<file path="src/rtl/assert_collector.sv">
// Collects checker failures, reports the first one over a valid/ready
// handshake, then raises stop after a programmable drain delay.
module assert_collector #(
    parameter int NUM_SRC  = 8,
    parameter int TS_W     = 32,
    parameter int CNT_W    = 8,
    parameter int STOP_DLY = 4
) (
    input  logic                       clock,
    input  logic                       reset_n,
    input  logic                       en,
    input  logic [NUM_SRC-1:0]         fail,
    output logic                       rpt_valid,
    input  logic                       rpt_ready,
    output logic [$clog2(NUM_SRC)-1:0] rpt_id,
    output logic [TS_W-1:0]            rpt_ts,
    output logic                       rpt_multi,
    output logic [CNT_W-1:0]           fail_cnt,
    output logic                       stop,
    input  logic                       clear
);

    localparam int ID_W = $clog2(NUM_SRC);

    typedef enum logic [1:0] {
        IDLE,
        REPORT,
        DRAIN,
        HALT
    } state_t;

    state_t             state;
    logic [TS_W-1:0]    ts;
    logic [3:0]         dly;
    logic [NUM_SRC-1:0] eff;
    logic               any_fail;
    logic               multi_now;
    logic [ID_W-1:0]    first_id;

    assign eff       = fail & {NUM_SRC{en}};
    assign any_fail  = |eff;
    // clearing the lowest set bit leaves something only if 2+ bits were set
    assign multi_now = |(eff & (eff - NUM_SRC'(1)));

    always_comb begin
        first_id = '0;
        for (int i = NUM_SRC - 1; i >= 0; i--) begin
            if (eff[i]) first_id = ID_W'(i);
        end
    end

    always_ff @(posedge clock) begin
        if (!reset_n) begin
            state     <= IDLE;
            ts        <= '0;
            dly       <= '0;
            rpt_valid <= 1'b0;
            rpt_id    <= '0;
            rpt_ts    <= '0;
            rpt_multi <= 1'b0;
            fail_cnt  <= '0;
            stop      <= 1'b0;
        end else begin
            ts <= ts + TS_W'(1);
            if (any_fail && fail_cnt != '1) begin
                fail_cnt <= fail_cnt + CNT_W'(1);
            end
            unique case (state)
                IDLE: begin
                    if (any_fail) begin
                        rpt_id    <= first_id;
                        rpt_ts    <= ts;
                        rpt_multi <= multi_now;
                        rpt_valid <= 1'b1;
                        state     <= REPORT;
                    end
                end
                REPORT: begin
                    if (any_fail) rpt_multi <= 1'b1;
                    if (rpt_ready) begin
                        rpt_valid <= 1'b0;
                        dly       <= 4'(STOP_DLY);
                        state     <= DRAIN;
                    end
                end
                DRAIN: begin
                    if (any_fail) rpt_multi <= 1'b1;
                    if (dly == 4'd0) begin
                        stop  <= 1'b1;
                        state <= HALT;
                    end else begin
                        dly <= dly - 4'd1;
                    end
                end
                HALT: begin
                    if (any_fail) rpt_multi <= 1'b1;
                    // clear wins over a coincident failure
                    if (clear) begin
                        stop      <= 1'b0;
                        fail_cnt  <= '0;
                        rpt_multi <= 1'b0;
                        state     <= IDLE;
                    end
                end
                default: state <= IDLE;
            endcase
        end
    end

endmodule

</file>
<file path="config.mk">
export PLATFORM = sky130hd
export DESIGN_NAME = assert_collector
export DESIGN_NICKNAME = d
export VERILOG_FILES = /design/src/rtl/assert_collector.sv
export SDC_FILE = /design/constraint.sdc
export NUM_CORES = 1
export LEC_CHECK = 0
export BUFFER_PORTS_ARGS = -buffer_cell sky130_fd_sc_hd__buf_2
export CAP_MARGIN = 15
export CORE_ASPECT_RATIO = 0.5
export CORE_MARGIN = 5
export CORE_UTILIZATION = 34
export DETAILED_ROUTE_END_ITERATION = 10
export PLACE_DENSITY = 0.52
export SETUP_SLACK_MARGIN = 0.02
export SYNTH_ARGS = -nofsm -noshare
export SYNTH_HDL_FRONTEND = slang
export SYNTH_SLANG_ARGS = --single-unit
</file>
<file path="constraint.sdc">
create_clock -name clock -period 2.25 [get_ports clock]
set_input_delay 0.3375 -clock clock [delete_from_list [all_inputs] [get_ports clock]]
set_output_delay 0.3375 -clock clock [all_outputs]
set_load 0.02 [all_outputs]
</file>
# Word level (Yosys, flattened, before mapping)
# Cells that the tools add are included.
# totals
ff_bits	84
input_bits	13
out_inout_bits	46
wordCells	67
# op_classes
add_sub_neg	4
n_eq_ne	9
muxes	29
n_bitwise	2
n_reduce_logical	14
# op_table
cell	count
$add 32x1->32 const B	1
$mux 3	8
$mux 8	3
$and 8x8->8	2
$reduce_or 8->1	2
$ne 2x2->1 const B	5
$reduce_and 3->1	3
$add 8x1->8 const B	1
$mux 2	4
$mux 4	2
$ne 8x8->1 const B	1
$pmux 2 s4	1
$pmux 4 s2	1
$sub 8x1->8 const B	1
$mux 1	7
$reduce_bool 2->1	3
$eq 2x2->1 const B	2
$logic_not 4->1	1
$pmux 1 s2	2
$reduce_and 4->1	1
$sub 4x1->4 const B	1
$pmux 1 s3	1
$eq 2x1->1 const B	1
$logic_not 2->1	1
3 further kinds	3

# Depth between registers and ports, before layout
# Gate-level depths: netlist of the first run.
# depth
depth_word	9
mapped_depth	7
mapped_depth_nobuf	7

# Least setup slack after synthesis of the first run
# Ideal clock, no wire load.
# synth_path
path_type	input to register
startpoint	input port fail[2]
endpoint	register fail_cnt[3]
setup_ns	0.121
arrival_ns	1.594
required_time_ns	2.129
setup_slack_ns	0.535
path_stages	7
n_path_buf	2
path_cell_list	o41a_1 > or2_1 > buf_2 > buf_2 > nand3_1 > xor2_1 > nor2_1
# synth_between
elab_chain_len	6
# synth_rtl
item	line_no	text
from (decl)	12	input logic [NUM_SRC-1:0] fail,
$and 8x8->8 *	40	assign eff = fail & {NUM_SRC{en}};
$reduce_or 8->1 *	41	assign any_fail = |eff;
$logic_and 1x1->1 *	65	if (any_fail && fail_cnt != '1) begin
$mux 8 *	65	
$mux 8	98	if (clear) begin
$mux 8 *	68	unique case (state)
to (signal assigned)	66	fail_cnt <= fail_cnt + CNT_W'(1);
to (decl)	18	output logic [CNT_W-1:0] fail_cnt,
# Mark *: on every way between the ends. The rest lies on a longest branch, timed or not.
# A chain may end at the register's enable or synchronous reset.

# Worst setup path after layout of the first run
# layout_path
startpoint	register dly[0]
endpoint	register state[0]
# layout_between
elab_chain_len	3
# layout_rtl
item	line_no	text
from (decl)	34	logic [3:0] dly;
from (signal assigned)	82	dly <= 4'(STOP_DLY);
from (signal assigned)	92	dly <= dly - 4'd1;
$logic_not 4->1	88	if (dly == 4'd0) begin
$ne 2x2->1 (no source line)	--	
$reduce_and 4->1 (no source line)	--	
to (signal assigned)	83	state <= DRAIN;
to (signal assigned)	90	state <= HALT;
to (signal assigned)	102	state <= IDLE;
to (decl)	32	state_t state;
# No other way between the ends.

==> flow_summary.json, run 1 <==
{
  "port_buffers": 58,
  "syn-cell-area_mm2": 0.00367,
  "setup_violations": 0,
  "r2r_setup_slack_ns": 0.42,
  "yosysTopAreaCellShare_pct": 45.8,
  "worstMarginPinSlew_ns": 0.747,
  "ir_drop_mv": 0.405,
  "path_buf_inv": 2,
  "cts_max_level": 3,
  "dp_slack_ns": 0.351,
  "min_period_over_period_pct": 81.4,
  "antenna_found_initial": 0,
  "num-fill-cells": 1083,
  "postSynthCellCount": 443,
  "postCtsSetupBuffers": 0,
  "crit_fanout": 6,
  "area_delta_synth_final_pct": 21.1,
  "status": "finished clean",
  "synthFlopType": "dfxtp_1",
  "rows": 26,
  "drcViolationCount": 0,
  "ys_warn_count": 0,
  "netlist_top_cells_area": "dfxtp_1, nand3_1, xor2_1",
  "cpMostUsedCell": "inv_1",
  "relSlewSlack_pct": 49.7,
  "cts_root_buf": "clkbuf_16",
  "synth_edf_count": 0,
  "synth_common_cells": "dfxtp_1, nand2_1, nor2_1",
  "dr_wl_met3_um": 287,
  "synth_seq_area_share_pct": 45.8,
  "grt.overflow.total": 0,
  "drt_iter0_drc": 146,
  "path_delay_family": "compound AO/OA/AOI/OAI gates",
  "end_kind": "flip-flop",
  "drv_slew": 0,
  "r2r_start": "dly[0]",
  "via_count": 3168,
  "critPathMaxStageDelay_ns": 0.61,
  "leakagePower_nw": 1.79,
  "cts_tree": "built",
  "grt_max_degree": 62,
  "hp-class": "in2reg",
  "die_x_um": 157,
  "via_per_inst": 4.93,
  "synth_cell_type_count": 39,
  "dieArea_mm2": 0.0131,
  "slowest_stage": "o31ai_1",
  "hpwl_um": 5440,
  "grt_pass1_wl_um": 14600,
  "hold_buffers": 0,
  "synthArstFlopShare_pct": 0,
  "worstSetupPathType": "reg2reg",
  "clockBufferDepth": 2,
  "drt_wl_total_um": 8320,
  "yosysMostFrequentCell": "dfxtp_1",
  "min_from": "rpt_ready",
  "p_per_area_mw_per_mm2": 929,
  "tns_ns": 0,
  "synth_fp_nets": 464,
  "initial_core_util_pct": 35.4,
  "clkTransAtPathRegs_ns": 0.07,
  "drive_gt1_share_pct": 17.3,
  "rsz0062_at_grt": "no",
  "nNetsFinal": 519,
  "crit_arrival_ns": 2.05,
  "grt_usage_pct": 13.3,
  "place_congestion": 0.732,
  "dp.cells": 627,
  "worst_ep_required_time_ns": 2.47,
  "antenna_left": 0,
  "wl_per_cell_um": 12.9,
  "skew_ns": 0.0101,
  "cts_buffers": 9,
  "m1WireLength_um": 4080,
  "top_layer": "met4",
  "path_cells": "inv_1, ha_1, inv_1, o31ai_1, o211ai_2, nor3_1, a211oi_1",
  "period_minus_slack_ns": 1.83,
  "ioPinCount": 59,
  "synth-seq-cells": 84,
  "core_mm2": 0.0104,
  "finalHoldViolCount": 0,
  "cts_sinks": 84,
  "diodes": 0,
  "ctsResizeCount": 0,
  "fmax_mhz": 546,
  "die_height_um": 83.5,
  "cp-start-kind": "flip-flop",
  "startpoint": "dly[0]",
  "fin_cells": 643,
  "first_global_vias": 3120,
  "insertion_delay_ns": 0.34,
  "fin_ws_ns": 0.419,
  "route.met2.wl_um": 3840,
  "drv_cap": 0,
  "synth_area_leader_cell": "dfxtp_1",
  "drt_pre_antenna_iters": 4,
  "avgSynthCellArea_um2": 8.29
}
[power by group]
group          switching, mW  total [mW]  internal (mW)  leakage [nW]
combinational          0.621       0.945          0.324         0.958
sequential            0.0771        1.66           1.58         0.680
clock                  0.603        1.53          0.922         0.148
total                   1.30        4.13           2.83          1.79
[routing by layer]
metal | up-vias | track usage (%)
met3 | 10 | 3.99
met2 | 37 | 22.0
met1 | 1464 | 16.5
met5 | - | 0
met4 | 0 | 4.49
li1 | 1657 | -
[registers in the layout (all words and copies together), names as in the netlist]
register / cells
rpt_ts: 32
ts: 32
fail_cnt: 8
dly: 4
rpt_id: 3
state: 2
rpt_multi: 1
rpt_valid: 1
stop: 1
[final timing paths]
check,to,cells past startpoint
worst min register to register,rpt_ts[1],2
worst max register to register,state[0],7
worst min-delay path,rpt_valid,4
worst max-delay path,state[0],7
[kinds of logic after synthesis]
kind of cell	Yosys count	synth area share, %
xor+xnor	34	8.11
simple gates	214	28.1
compound gates	69	11.3
mux	2	0.545
flops	84	45.8
buf+inv	32	3.44
fa+ha+maj	8	2.73
[metrics by stage]
stage | util (%) | hold WS, ns | instance area [um^2] | power, mW
floorplan | - | 0.441 | 3670 | 2.36
global placement | 39.8 | 0.441 | 4130 | 2.64
detailed placement | 39.8 | 0.443 | 4130 | 2.64
CTS | 42.8 | 0.311 | 4440 | 4.19
global route | 42.8 | 0.349 | 4440 | 4.39
finish | 42.8 | 0.324 | 4440 | 4.13
[cell type report]
type / instances / area [um^2] / area share (%)
Clock buffer: 11 / 253 / 5.69
Inverter: 10 / 37.5 / 0.845
Clock inverter: 5 / 58.8 / 1.32
Multi-Input combinational cell: 327 / 1860 / 41.9
Sequential cell: 84 / 1680 / 37.8
Timing Repair Buffer: 66 / 375 / 8.45
Tap cell: 140 / 175 / 3.94
[worst min-delay path: cells and delay by family]
kind	cells	cell delay [ns]
compound gates	1	0.06
simple gates	2	0.14
buf+inv	1	0.09
[placed cells by master, fill, tap and decap left out, drive strengths merged, types with 4 or more instances in the layout]
| master | netlist | routed |
|---|---|---|
| nand2b | 4 | 4 |
| nand3 | 51 | 51 |
| a21oi | 41 | 41 |
| and4 | 9 | 9 |
| clkbuf | 11 | 11 |
| o21ai | 8 | 8 |
| xnor2 | 5 | 5 |
| inv | 10 | 11 |
| a211oi | 5 | 5 |
| xor2 | 29 | 29 |
| dfxtp | 84 | 84 |
| nand4 | 16 | 16 |
| nor2 | 52 | 52 |
| and3 | 8 | 8 |
| ha | 8 | 8 |
| nand2 | 56 | 56 |
| nor3 | 6 | 6 |
| buf | 11 | 66 |
(Power assumes the default switching activity.)
==> run 2: changes to the inputs <==
Settings changed: ABC_AREA set to 1, PLACE_DENSITY 0.52 to 0.53.
Clock period 2.25 ns to 1.56 ns, I/O delays scaled along.
==> run 2 against run 1 <==
- wire length is 24% higher
- total power grew 82%
- die area grew 10%
- highest routed layer unchanged
- global-route usage increased by 1.9 points
- sequential cell count unchanged
==> flow_summary.json, run 2 <==
{
  "status": "finished clean",
  "num-fill-cells": 1268,
  "core_mm2": 0.0118,
  "cts_sinks": 84,
  "synth_seq_area_share_pct": 41.2,
  "wl_per_cell_um": 12.6,
  "grt.overflow.total": 0,
  "ir_drop_mv": 0.601,
  "syn-cell-area_mm2": 0.00408,
  "via_count": 3817,
  "area_delta_synth_final_pct": 27.9,
  "finalHoldViolCount": 0,
  "rsz0062_at_grt": "yes",
  "insertion_delay_ns": 0.34,
  "leakagePower_nw": 2.07,
  "synth_fp_nets": 586,
  "placed_area_mm2": 0.00475,
  "grt_pass1_wl_um": 17500,
  "slowest_stage": "dfxtp_2",
  "power.total_mw": 7.51,
  "cp-start-kind": "flip-flop",
  "cts_max_level": 3,
  "cpMostUsedCell": "nand2_1",
  "worstSetupPathType": "reg2reg",
  "top_layer": "met4",
  "drv_slew": 0,
  "m1WireLength_um": 4950,
  "synth-seq-cells": 84,
  "multi_input_area_mm2": 0.00215,
  "via_per_inst": 4.63,
  "final_cell_mix": "nand2_1, dfxtp_1, inv_1, a21oi_1, buf_2",
  "path_cells": "ha_2, nand3_1, or2_2, nand2_4, nor2_2, nand2_1, nand2_1, nand2_1, nor2_1",
  "hold_ws_ns": 0.207,
  "seqPwrFrac_pct": 37.3,
  "worstMarginPinSlew_ns": 0.418,
  "path_buf_inv": 0,
  "synthFlopType": "dfxtp_1",
  "hp-class": "in2reg",
  "setup_violations": 0,
  "min_period_over_period_pct": 92.7,
  "synthArstFlopShare_pct": 0,
  "drt_iter0_drc": 211,
  "grt_max_degree": 45,
  "avgSynthCellArea_um2": 7.22,
  "drive_gt1_share_pct": 27.0,
  "clockBufferDepth": 2,
  "dp.cells": 803,
  "antenna_left": 0,
  "rows": 28,
  "fin_cells": 824,
  "crit_fanout": 8,
  "end_kind": "flip-flop",
  "critPathMaxStageDelay_ns": 0.34,
  "synth_edf_count": 0,
  "relSlewSlack_pct": 72.0,
  "ioPinCount": 59,
  "cts_tree": "built",
  "fmax_mhz": 692,
  "cts_buffers": 9,
  "p_per_area_mw_per_mm2": 1440,
  "initial_core_util_pct": 34.7,
  "cts_root_buf": "clkbuf_16",
  "area.sequential_mm2": 0.00169,
  "port_buffers": 58,
  "p_clk_share_pct": 29.1,
  "dr_wl_met3_um": 514,
  "hold_buffers": 0,
  "power.switching_mw": 2.70,
  "yosysTopAreaCellShare_pct": 41.2,
  "worst_ep_required_time_ns": 1.79,
  "ys_warn_count": 0,
  "drt_pre_antenna_iters": 4,
  "synth_common_cells": "nand2_1, dfxtp_1, inv_1",
  "die_x_um": 165,
  "nNetsFinal": 675,
  "netlist_top_cells_area": "dfxtp_1, nand2_1, a21oi_1",
  "hpwl_um": 7850,
  "die_height_um": 87.5,
  "route.met2.wl_um": 4790,
  "clkTransAtPathRegs_ns": 0.06,
  "fin_area_mm2": 0.00522,
  "path_delay_family": "simple AND/OR/NAND/NOR gates",
  "first_global_vias": 3631,
  "place_congestion": 0.908,
  "diodes": 0,
  "antenna_found_initial": 0,
  "drcViolationCount": 0,
  "largestRegisters": "rpt_ts x32, ts x32, fail_cnt x8",
  "crit_arrival_ns": 1.68,
  "sw_frac_of_total_pct": 35.9,
  "synth_cell_type_count": 39,
  "tns_ns": 0,
  "drt_wl_total_um": 10300,
  "yosysMostFrequentCell": "nand2_1",
  "dieArea_mm2": 0.0144,
  "period_minus_slack_ns": 1.45,
  "intPower_mw": 4.81,
  "grt_usage_pct": 15.2,
  "p_comb_share_pct": 33.6,
  "drv_cap": 0,
  "final_common_cell": "nand2_1",
  "skew_ns": 0.0102,
  "postSynthCellCount": 565,
  "synth_area_leader_cell": "dfxtp_1"
}
-- run 2: layer usage --
| layer | global-route usage, % | up-vias |
|---|---|---|
| li1 | - | 2031 |
| met1 | 19.9 | 1723 |
| met3 | 4.26 | 7 |
| met5 | 0 | - |
| met4 | 3.62 | 0 |
| met2 | 25.0 | 56 |
-- run 2: logic make-up (layout without fill, tap and decap cells) --
kind of cell,after synthesis,after routing,synth area share [%]
fa+ha+maj,8,8,2.45
simple gates,240,240,27.7
buf+inv,89,183,9.08
xor+xnor,5,5,1.07
compound gates,139,139,18.5
flops,84,84,41.2
-- run 2: cell type report --
cell class | instances | share of cell area [%]
Multi-Input combinational cell | 392 | 41.2
Sequential cell | 84 | 32.4
Timing Repair Buffer | 93 | 11.3
Inverter | 74 | 5.32
Clock buffer | 11 | 4.65
Tap cell | 165 | 3.95
Clock inverter | 5 | 1.15
-- run 2: timing repair --
action                     in CTS  in global routing
pin swaps                       3                  5
setup endpoints to repair       4                 52
resized for setup               5                 35
buffers inserted                3                  2
cloned                          0                  0
-- run 2: final timing paths --
path               startpoint           to  slack, ns  depth (start not counted)
hold / removal        reset_n     state[0]       0.21                          3
setup reg to reg  fail_cnt[1]  fail_cnt[5]       0.11                          9
hold reg to reg     rpt_valid    rpt_valid       0.45                          2
setup / recovery  fail_cnt[1]  fail_cnt[5]       0.11                          9
-- run 2: power groups by stage --
stage	clock [mW]	combinational [mW]	sequential (mW)
floorplan	0	1.35	3.27
global placement	0	2.48	2.84
detailed placement	0	2.50	2.84
CTS	2.23	2.51	2.80
global route	2.35	2.85	2.87
finish	2.18	2.52	2.80
-- run 2: worst min-delay path: cells and delay by family --
family,cells,cell delay [ns]
simple gates,1,0.04
compound gates,1,0.08
buf+inv,1,0.15
-- run 2: through the flow --
step / utilization, % / setup slack (ns)
finish: 44.3 / 0.114
global route: 44.3 / 0.00529
CTS: 43.2 / 0.0135
detailed placement: 40.4 / -0.0331
global placement: 40.4 / -0.0129
floorplan: - / -0.00831
==> run 3: changes to the inputs <==
Settings changed: CORE_ASPECT_RATIO 0.5 to unset.
==> run 3 against run 2 <==
- combinational power is 6% higher
- sequential share of layout area is 0.31 points lower
- count of clock-buffer cells in the layout stayed put
- wire length is 2.9% higher
- fmax is 2.9% lower
- critical endpoint is now ts[31]
- largest cell class unchanged
- highest routed layer unchanged
==> flow_summary.json, run 3 (same netlist as run 2, synthesis figures left out) <==
{
  "die_x_um": 120,
  "hpwl_um": 7810,
  "end_kind": "flip-flop",
  "initial_core_util_pct": 34.3,
  "wl_per_cell_um": 13.2,
  "cp-start-kind": "flip-flop",
  "via_count": 3813,
  "min_period_over_period_pct": 95.4,
  "crit_arrival_ns": 1.76,
  "area_delta_synth_final_pct": 29.5,
  "grt_usage_pct": 15.1,
  "cts_buffers": 9,
  "multi_input_area_mm2": 0.00218,
  "drt_pre_antenna_iters": 4,
  "cts_sinks": 84,
  "port_buffers": 58,
  "hp-class": "in2reg",
  "p_per_area_mw_per_mm2": 1480,
  "core_mm2": 0.0119,
  "critPathMaxStageDelay_ns": 0.41,
  "fin_ws_ns": 0.0710,
  "grt.overflow.total": 0,
  "skew_ns": 0.00633,
  "status": "finished clean",
  "leakagePower_nw": 2.11,
  "hold_buffers": 0,
  "drt_wl_total_um": 10600,
  "r2r_start": "ts[2]",
  "largestRegisters": "rpt_ts x32, ts x32, fail_cnt x8",
  "dieArea_mm2": 0.0143,
  "reg2regPathDepth": 6,
  "clkTransAtPathRegs_ns": 0.06,
  "crit_fanout": 4,
  "insertion_delay_ns": 0.34,
  "worst_ep_required_time_ns": 1.83,
  "grt_pass1_wl_um": 17500,
  "place_congestion": 0.878,
  "setup_violations": 0,
  "drv_slew": 0,
  "holdPathEnd": "stop",
  "antenna_left": 0,
  "hold_depth": 3,
  "hold_ws_ns": 0.213,
  "drt_iter0_drc": 241,
  "period_minus_slack_ns": 1.49,
  "cts_max_level": 3,
  "placed_area_mm2": 0.00473,
  "drive_gt1_share_pct": 28.1,
  "nNetsFinal": 675,
  "num-fill-cells": 1235,
  "path_cells": "inv_1, nor3_2, nand2_2, nor2_2, nand3_1, a21oi_1",
  "worstMarginPinSlew_ns": 0.444,
  "min_from": "clear",
  "diodes": 0,
  "fin_cells": 806,
  "rsz0062_at_grt": "yes",
  "fin_area_mm2": 0.00528,
  "drcViolationCount": 0,
  "final_common_cell": "nand2_1",
  "worstSetupPathType": "reg2reg",
  "via_per_inst": 4.73,
  "tns_ns": 0,
  "fin_util_pct": 44.3,
  "first_global_vias": 3699,
  "ioPinCount": 59,
  "power.total_mw": 7.79,
  "final_cell_mix": "nand2_1, dfxtp_1, inv_1, a21oi_1, buf_2",
  "relSlewSlack_pct": 70.4,
  "dp.cells": 784,
  "cts_tree": "built",
  "dp_slack_ns": 0.0145,
  "finalHoldViolCount": 0,
  "clockBufferDepth": 2,
  "grt_max_degree": 50,
  "reg2reg_to": "ts[31]",
  "slowest_stage": "dfxtp_1",
  "r2r_setup_slack_ns": 0.07,
  "fmax_mhz": 672,
  "antenna_found_initial": 0,
  "area.sequential_mm2": 0.00170,
  "rows": 40,
  "drv_cap": 0,
  "ir_drop_mv": 0.559,
  "cts_root_buf": "clkbuf_16",
  "startpoint": "ts[2]",
  "die_height_um": 120
}
-- run 3: layout make-up --
type                    count  area share (%)
flip-flops and latches     84            32.1
well taps                 147            3.48
multi-input cells         392            41.2
clock buffers              11            4.59
clock inverters             5            1.42
inverters                  74            5.35
repair buffers             93            11.8
-- run 3: report_power, final --
part,internal [mW],switching (mW),total [mW]
sequential,2.60,0.226,2.83
combinational,1.00,1.67,2.67
clock,1.44,0.864,2.30
total,5.04,2.76,7.79
-- run 3: what timing repair did --
item / in CTS / in global routing
pin swaps: 0 / 8
setup endpoints to repair: 2 / 53
cloned: 0 / 1
resized for setup: 2 / 53
buffers inserted: 0 / 6
-- run 3: layer usage --
| layer | GRT usage [%] | routed length (um) | up-vias |
|---|---|---|---|
| met1 | 19.0 | 4990 | 1686 |
| met2 | 25.1 | 5020 | 73 |
| met4 | 6.37 | 235 | 0 |
| met5 | 0 | 0 | - |
| met3 | 3.20 | 390 | 16 |
| li1 | - | - | 2038 |
-- run 3: critical path, delay by kind of cell, from the launching register on --
kind / cells / cell delay [ns]
AOI/OAI and AO/OA: 1 / 0.15
DFF: 1 / 0.41
and+or+nand+nor: 4 / 0.75
buffers and inverters: 1 / 0.11
-- run 3: worst max path at each step --
stage	to	depth (start not counted)
3_3_place_gp	state[1]	12
2_1_floorplan	fail_cnt[5]	9
5_1_grt	ts[16]	9
3_5_place_dp	state[0]	12
4_1_cts	ts[20]	10
6_report	ts[31]	6
